===== config.mk =====
export PLATFORM = sky130hd
export DESIGN_NAME = jk_sync_counter_flat
export DESIGN_NICKNAME = d
export VERILOG_FILES = /design/src/rtl/jk_counter_pkg.sv /design/src/rtl/jk_sync_counter_if.sv /design/src/rtl/jk_cell.sv /design/src/rtl/jk_sync_counter.sv /design/src/flat_wrapper.sv
export SDC_FILE = /design/constraint.sdc
export NUM_CORES = 1
export LEC_CHECK = 0
export CAP_MARGIN = 20
export CORE_MARGIN = 5
export CORE_UTILIZATION = 45
export DETAILED_ROUTE_END_ITERATION = 10
export DONT_BUFFER_PORTS = 1
export SETUP_SLACK_MARGIN = 0.15
export SLEW_MARGIN = 10
export SYNTH_ARGS = -nofsm -noshare
export SYNTH_HDL_FRONTEND = slang
export SYNTH_SLANG_ARGS = --single-unit

===== constraint.sdc =====
create_clock -name clk -period 2 [get_ports clk]
set_clock_uncertainty 0.1 [all_clocks]
set_input_delay 0.2 -clock clk [delete_from_list [all_inputs] [get_ports clk]]
set_output_delay 0.2 -clock clk [all_outputs]
set_load 0.005 [all_outputs]

===== src/rtl/jk_counter_pkg.sv =====
// Mode encodings and types shared by the JK counter slice.
package jk_counter_pkg;

    typedef logic [2:0] jk_mode_t;

    localparam jk_mode_t MODE_HOLD  = 3'b000;
    localparam jk_mode_t MODE_JK    = 3'b001;
    localparam jk_mode_t MODE_UP    = 3'b010;
    localparam jk_mode_t MODE_DOWN  = 3'b011;
    localparam jk_mode_t MODE_LOAD  = 3'b100;
    localparam jk_mode_t MODE_CLEAR = 3'b101;

endpackage


===== src/rtl/jk_sync_counter_if.sv =====
// Control/status bundle between a JK counter and its user.
interface jk_sync_counter_if #(
    parameter int WIDTH = 8
);
    import jk_counter_pkg::*;

    logic             en;
    jk_mode_t         mode;
    logic [WIDTH-1:0] j;
    logic [WIDTH-1:0] k;
    logic [WIDTH-1:0] load_val;
    logic [WIDTH-1:0] q;
    logic             tc;
    logic             wrap;

    modport master (
        output en, mode, j, k, load_val,
        input  q, tc, wrap
    );

    modport slave (
        input  en, mode, j, k, load_val,
        output q, tc, wrap
    );

endinterface


===== src/rtl/jk_cell.sv =====
// Single posedge JK flip-flop with synchronous reset and clock enable.
module jk_cell (
    input  logic clk,
    input  logic reset,
    input  logic rst_val,
    input  logic ce,
    input  logic j,
    input  logic k,
    output logic q
);

    logic q_q;
    logic q_d;

    always_comb begin
        q_d = q_q;
        if (ce) begin
            unique case ({j, k})
                2'b10:   q_d = 1'b1;
                2'b01:   q_d = 1'b0;
                2'b11:   q_d = ~q_q;
                default: q_d = q_q;
            endcase
        end
    end

    always_ff @(posedge clk) begin
        if (reset) q_q <= rst_val;
        else       q_q <= q_d;
    end

    assign q = q_q;

endmodule


===== src/rtl/jk_sync_counter.sv =====
// WIDTH-bit JK-cell register/counter; every mode is expressed as J/K steering.
// JK_COUNTER_SATURATE_EN: UP/DOWN hold at the boundary instead of wrapping.
module jk_sync_counter
    import jk_counter_pkg::*;
#(
    parameter int               WIDTH     = 8,
    parameter logic [WIDTH-1:0] RESET_VAL = '0
) (
    input  logic             clk,
    input  logic             reset,
    jk_sync_counter_if.slave bus
);

    logic [WIDTH-1:0] q_w;
    logic [WIDTH-1:0] up_t;
    logic [WIDTH-1:0] dn_t;
    logic [WIDTH-1:0] j_d;
    logic [WIDTH-1:0] k_d;
    logic             tc_w;
    logic             wrap_q;

    // Ripple toggle masks: bit i flips when all lower bits are 1 (up) / 0 (down).
    always_comb begin
        up_t    = '0;
        dn_t    = '0;
        up_t[0] = 1'b1;
        dn_t[0] = 1'b1;
        for (int i = 1; i < WIDTH; i++) begin
            up_t[i] = up_t[i-1] & q_w[i-1];
            dn_t[i] = dn_t[i-1] & ~q_w[i-1];
        end
    end

    assign tc_w = bus.en &
                  (((bus.mode == MODE_UP)   && (q_w == '1)) ||
                   ((bus.mode == MODE_DOWN) && (q_w == '0)));

    always_comb begin
        j_d = '0;
        k_d = '0;
        case (bus.mode)
            MODE_JK: begin
                j_d = bus.j;
                k_d = bus.k;
            end
            MODE_UP: begin
                j_d = up_t;
                k_d = up_t;
            end
            MODE_DOWN: begin
                j_d = dn_t;
                k_d = dn_t;
            end
            MODE_LOAD: begin
                j_d = bus.load_val;
                k_d = ~bus.load_val;
            end
            MODE_CLEAR: begin
                j_d = '0;
                k_d = '1;
            end
            default: begin
                j_d = '0;
                k_d = '0;
            end
        endcase
`ifdef JK_COUNTER_SATURATE_EN
        if (tc_w) begin
            j_d = '0;
            k_d = '0;
        end
`endif
    end

    for (genvar i = 0; i < WIDTH; i++) begin : g_cell
        jk_cell u_cell (
            .clk     (clk),
            .reset   (reset),
            .rst_val (RESET_VAL[i]),
            .ce      (bus.en),
            .j       (j_d[i]),
            .k       (k_d[i]),
            .q       (q_w[i])
        );
    end

    // tc already carries en, so a disabled edge clears wrap.
    always_ff @(posedge clk) begin
        if (reset) wrap_q <= 1'b0;
        else       wrap_q <= tc_w;
    end

    assign bus.q    = q_w;
    assign bus.tc   = tc_w;
    assign bus.wrap = wrap_q;

endmodule


===== src/flat_wrapper.sv =====
// flat-port wrapper written by rule: the top's interface ports become plain ports
module jk_sync_counter_flat import jk_counter_pkg::*;
#(
    parameter int               WIDTH     = 8,
    parameter logic [WIDTH-1:0] RESET_VAL = '0
)
  (clk, reset, bus_en, bus_mode, bus_j, bus_k, bus_load_val, bus_q, bus_tc, bus_wrap);
  jk_sync_counter_if #(.WIDTH(WIDTH)) bus_i ();
  input  logic clk;
  input  logic reset;
  input wire logic [$bits(bus_i.en)-1:0] bus_en;
  input wire logic [$bits(bus_i.mode)-1:0] bus_mode;
  input wire logic [$bits(bus_i.j)-1:0] bus_j;
  input wire logic [$bits(bus_i.k)-1:0] bus_k;
  input wire logic [$bits(bus_i.load_val)-1:0] bus_load_val;
  output wire logic [$bits(bus_i.q)-1:0] bus_q;
  output wire logic [$bits(bus_i.tc)-1:0] bus_tc;
  output wire logic [$bits(bus_i.wrap)-1:0] bus_wrap;
  assign bus_i.en = bus_en;
  assign bus_i.mode = bus_mode;
  assign bus_i.j = bus_j;
  assign bus_i.k = bus_k;
  assign bus_i.load_val = bus_load_val;
  assign bus_q = bus_i.q;
  assign bus_tc = bus_i.tc;
  assign bus_wrap = bus_i.wrap;
  jk_sync_counter #(.WIDTH(WIDTH), .RESET_VAL(RESET_VAL)) u_core (.clk(clk), .reset(reset), .bus(bus_i));
endmodule

==> results.yml, run 1 <==
outcome:
  status: "finished clean"
floorplan:
  start_util_pct: 46.2
  ioPinCount: 40
  die_area_sq_um: 3630
  std_cell_rows: 18
  coreArea_sq_um: 2450
  die_w_microns: 60.2
  die_h_microns: 60.2
cts:
  clock_sinks: 9
  cts_buffers: 3
  cts_buffer_depth: 2
  cts_root_buf: "clkbuf_4"
  clock_latency_ps: 260
  h-tree-depth: 1
  cts_tree: "yes"
  cts.clk_slew.worst_paths_ps: 60
placement:
  portBuffers: 0
  placedCellCount: 161
  placed_area_sq_um: 1090
  hpwlAfterDp_microns: 2190
  gp_congestion: 0.800
cells_and_area:
  final_util_pct: 48.5
  layout-drive-gt1-share_pct: 23.4
  final_cells: 171
  nets: 173
  num_antenna_cells: 0
  final_cell_area_sq_um: 1190
  syn_to_final_growth_pct: 4.96
yosys:
  synth_top_cell_area_share_pct: 15.9
  synth_edf_count: 0
  synth_cell_types: 53
  yosys_most_used_dff: "dfxtp_1"
  synth_fa_ha_area_share_pct: 1.10
  synth_fp_nets: 176
  async_reset_ff_share_pct: 0
  ys_top_cells_by_count: "nand3b_1, dfxtp_1, inv_1, nand2b_1"
  synth_most_common_cell: "nand3b_1"
  synth.top_cells.by_area: "dfxtp_1, nand3b_1, buf_4"
  synth.largest_area_cell: "dfxtp_1"
  synth-xor-area-share_pct: 0.772
  synth_top_family_by_area: "simple AND/OR/NAND/NOR gates"
  synth_compound_area_share_pct: 33.4
  ys_seq_area_share_pct: 15.9
  ys_warn_count: 0
  muxShareOfSynthArea_pct: 0.882
  synth-seq-cells: 9
  synth.avg_cell_area_sq_um: 7.83
  netlist_area_sq_um: 1130
  yosys.area_share.simple_pct: 34.7
  syn_inst: 145
min_path:
  hold_depth: 2
  holdPathEnd: "u_core.g_cell[0].u_cell.q"
  min_from: "bus_en"
  holdCritPathClass: "input port to register"
critical_path:
  r2r_slack_ps: 120
  critPathCaptureType: "output port"
  arrival_ps: 1650
  r2r-start: "u_core.g_cell[1].u_cell.q"
  reg2reg_depth: 7
  worstSetupPathType: "register to output port"
  r2r-end: "u_core.bus.wrap"
  cp_max_fo: 3
  startpoint_type: "register"
  worstPathRequired_ps: 1700
detailed_routing:
  drt_iter0_markers: 80
  firstDrtPassIters: 4
  drt.antenna.violating_nets: 0
  viasPerCell: 6.34
  drc: 0
  vias: 1084
  drt-wirelength-per-cell_microns: 17.8
  wl_microns: 3040
timing:
  hold_viol: 0
  worst_pin_slew_ps: 551
  finalCritPeriodShare_pct: 97.5
  fin_crit_ps: 1950
  finalMaxSlewViolations: 0
  fmax_mhz: 513
  final.setup.tns_ps: 0
  holdWs_ps: 53.1
  setup_viol: 0
  rsz0062_at_grt: "yes"
  slew_headroom_pct: 63.2
pwr:
  peakVddDrop_v: 0.000228
  p_leak_nw: 0.401
  powerDensity_nw_per_um2: 438
flow_run:
  maxCapViolCount: 0
grt:
  grt_pass1_vias: 1105
  antenna_found_initial: 0
  grt.total_usage_pct: 18.4
  grt_pass1_wl_microns: 5000
  grt_max_degree: 38
  grt_overflow_total: 0
## routing by layer
metal  vias to the layer above  track usage, %  wire length [microns]
li1                        527               -                      -
met2                        35            29.6                   1490
met4                         0            9.49                     17
met1                       520            21.8                   1260
met3                         2            5.40                    261
met5                         -               0                      0
## state kept, by name (all words and copies together) (netlist names)
signal                  count
u_core.bus.wrap             1
u_core.g_cell.u_cell.q      8
## area by class of cell
type / count / area, sq um
repair buffers: 11 / 87.6
clock buffers: 4 / 26.3
fillers: 260 / 1260
multi-input cells: 108 / 820
flip-flops and latches: 9 / 186
inverters: 9 / 33.8
well taps: 30 / 37.5
## where the power goes
part | leakage [nW] | switching, mW | internal, mW
Combinational | 0.311 | 0.0775 | 0.0871
Clock | 0.0150 | 0.0717 | 0.0771
Sequential | 0.0756 | 0.0163 | 0.191
## worst max-delay path, stage by stage (launching register included)
cell     delay (ps)
dfxtp_2         330
or4b_4          550
nor3_4          200
mux2i_1         120
nor2b_1         190
## repair_timing
item                                   4_1_cts  5_1_grt
endpoints found under the hold margin        7        0
setup buffers                                4        0
setup endpoints to repair                    1        6
pin swaps                                    3        1
resized for setup                            6        2
hold buffers                                 2        0
## worst max path at each step
stage,cells past startpoint,from,end,slack (ps)
6_report,4,u_core.g_cell[1].u_cell.q,bus_tc,50
5_1_grt,4,u_core.g_cell[0].u_cell.q,bus_tc,-40
4_1_cts,4,u_core.g_cell[5].u_cell.q,bus_tc,70
3_5_place_dp,4,u_core.g_cell[0].u_cell.q,bus_tc,200
3_3_place_gp,4,u_core.g_cell[0].u_cell.q,bus_tc,250
2_1_floorplan,5,u_core.g_cell[0].u_cell.q,bus_tc,220
## cells by family (layout without fill, tap and decap cells)
logic type,Yosys count,after routing
XOR/XNOR,1,1
AND/OR/NAND/NOR,56,56
adder cells (fa/ha/maj),1,1
multiplexers,1,1
flip-flops,9,9
buffers and inverters,28,24
AO/OA/AOI/OAI,49,49
## cell usage in the layout (no fill, tap or decap), drive strengths merged, types with 3 or more instances in the layout
cell,instances
buf,9
o21ai,5
and2,5
nand3b,11
o211ai,6
o21bai,3
nor3,6
a21oi,9
a221oi,4
clkbuf,4
inv,9
nand2b,9
dfxtp,9
nor2b,5
nand2,4
a22oi,5
nor3b,4
## stage by stage
step / worst slack (ps) / power, mW
global placement: 251 / 0.352
floorplan: 220 / 0.360
detailed placement: 202 / 0.354
CTS: 67.1 / 0.525
finish: 50.6 / 0.521
global route: -38.5 / 0.557
Power figures use the tool's default switching activity.
==> run 2, diff against run 1 <==
CORE_UTILIZATION = 35   (was 45)
clock period = 2.4 ns   (was 2 ns; I/O delays follow)
==> run 2 against run 1 <==
Net effect:
- non-clock buffer count is 10 lower
- utilization is 12 points lower
- power is 20% lower
- worst setup slack better by 220 ps
- final cell count is 2.3% higher
- die area is 24% higher
- critical path type unchanged
- critical endpoint unchanged
- largest cell class unchanged
==> results.yml, run 2 (synthesis results as in run 1) <==
critical_path:
  cp_top_family: "simple AND/OR/NAND/NOR gates"
  worstPathRequired_ps: 2060
  slowest_stage: "or4b_4"
  critPathCaptureType: "output port"
  crit_buf_inv: 0
  crit_chain: "or4b_4 -> nor3_2 -> mux2i_1 -> nor2b_1"
  critical-path-max-stage-delay_ps: 620
  arrival_ps: 1790
  worstSetupPathType: "register to output port"
  cp_max_fo: 10
  startpoint_type: "register"
grt:
  grt.total_usage_pct: 14.3
  grt_pass1_vias: 1027
  grt_max_degree: 38
  grt_overflow_total: 0
  grt_pass1_wl_microns: 4900
  antenna_found_initial: 0
detailed_routing:
  firstDrtPassIters: 4
  vias: 1031
  drt-wirelength-per-cell_microns: 17.3
  drt_iter0_markers: 46
  drc: 0
  wl_microns: 3030
  drt.antenna.violating_nets: 0
  viasPerCell: 5.89
cells_and_area:
  layout-drive-gt1-share_pct: 14.5
  final_cell_area_sq_um: 1120
  num_antenna_cells: 0
  nets: 163
  syn_to_final_growth_pct: -1.65
  final_cell_mix: "nand3b_1, inv_1, nand2b_1"
  final_common_cell: "nand3b_1"
  largest_reg_flops: 8
timing:
  fmax_mhz: 470
  finalMaxSlewViolations: 0
  finalCritPeriodShare_pct: 88.7
  fin_crit_ps: 2130
  worst_pin_slew_ps: 618
  final.setup.tns_ps: 0
  setup_viol: 0
  slew_headroom_pct: 58.8
  rsz0062_at_grt: "no"
  hold_viol: 0
outcome:
  status: "finished clean"
min_path:
  holdCritPathClass: "input port to register"
placement:
  hpwlAfterDp_microns: 2220
  portBuffers: 0
  gp_congestion: 0.794
  placed_area_sq_um: 1070
floorplan:
  coreArea_sq_um: 3080
  ioPinCount: 40
  std_cell_rows: 20
  die_h_microns: 66.9
  start_util_pct: 36.9
  die_area_sq_um: 4480
  die_w_microns: 66.9
cts:
  clock_sinks: 9
  h-tree-depth: 1
  clock_latency_ps: 270
  cts.clk_slew.worst_paths_ps: 60
  cts_buffer_depth: 2
  cts_tree: "yes"
  cts_root_buf: "clkbuf_4"
  cts_buffers: 3
  cts_setup_buffers: 0
pwr:
  p_leak_nw: 0.349
  peakVddDrop_v: 0.000173
  powerDensity_nw_per_um2: 371
flow_run:
  maxCapViolCount: 0
==> run 2: area by class of cell <==
cell class                      count  area, sq um
Sequential cell                     9          181
Fill cell                         337         1960
Multi-Input combinational cell    108          810
Tap cell                           44         55.1
Inverter                            9         33.8
Clock buffer                        4         26.3
Timing Repair Buffer                1         10.0
==> run 2: final timing paths <==
path                            slack [ps]  cells past startpoint                   endpoint                       from
worst max-delay path                   270                      4                     bus_tc  u_core.g_cell[0].u_cell.q
worst min register to register         450                      2  u_core.g_cell[2].u_cell.q  u_core.g_cell[2].u_cell.q
worst min-delay path                    30                      1            u_core.bus.wrap                     bus_en
worst max register to register         600                      4  u_core.g_cell[5].u_cell.q  u_core.g_cell[3].u_cell.q
==> run 2: metrics by stage <==
stage	worst slack, ps	instances	utilization [%]	hold slack, ps	total power, mW
6_report	271	175	36.3	34.3	0.415
3_5_place_dp	483	170	34.9	211	0.289
2_1_floorplan	580	145	-	297	0.300
3_3_place_gp	517	170	34.9	209	0.286
5_1_grt	175	175	36.3	49.5	0.439
4_1_cts	192	175	36.1	26.1	0.419
==> run 2: worst register-to-register path, delay by kind of cell, from the launching register on <==
kind	cells	cell delay, ps
AND/OR/NAND/NOR	1	480
AO/OA/AOI/OAI	2	430
buffers and inverters	1	150
flip-flops	1	570
==> run 2: what timing repair did <==
item / 4_1_cts / 5_1_grt
gates resized for setup: 0 / 2
setup endpoints to repair: 0 / 1
hold buffers: 1 / 0
hold endpoints to repair: 7 / 0
==> run 2: power breakdown <==
group	internal [mW]	switching [mW]	leakage (nW)
logic	0.0586	0.0538	0.260
registers	0.159	0.0192	0.0737
clock network	0.0643	0.0595	0.0150
total	0.282	0.133	0.349
==> run 2: per-layer routing <==
layer  share of wire, %  global-route usage (%)
met5                  0                       0
met4                2.3                    4.56
met3                8.9                    6.58
met2                 44                    22.4
met1                 44                    17.3
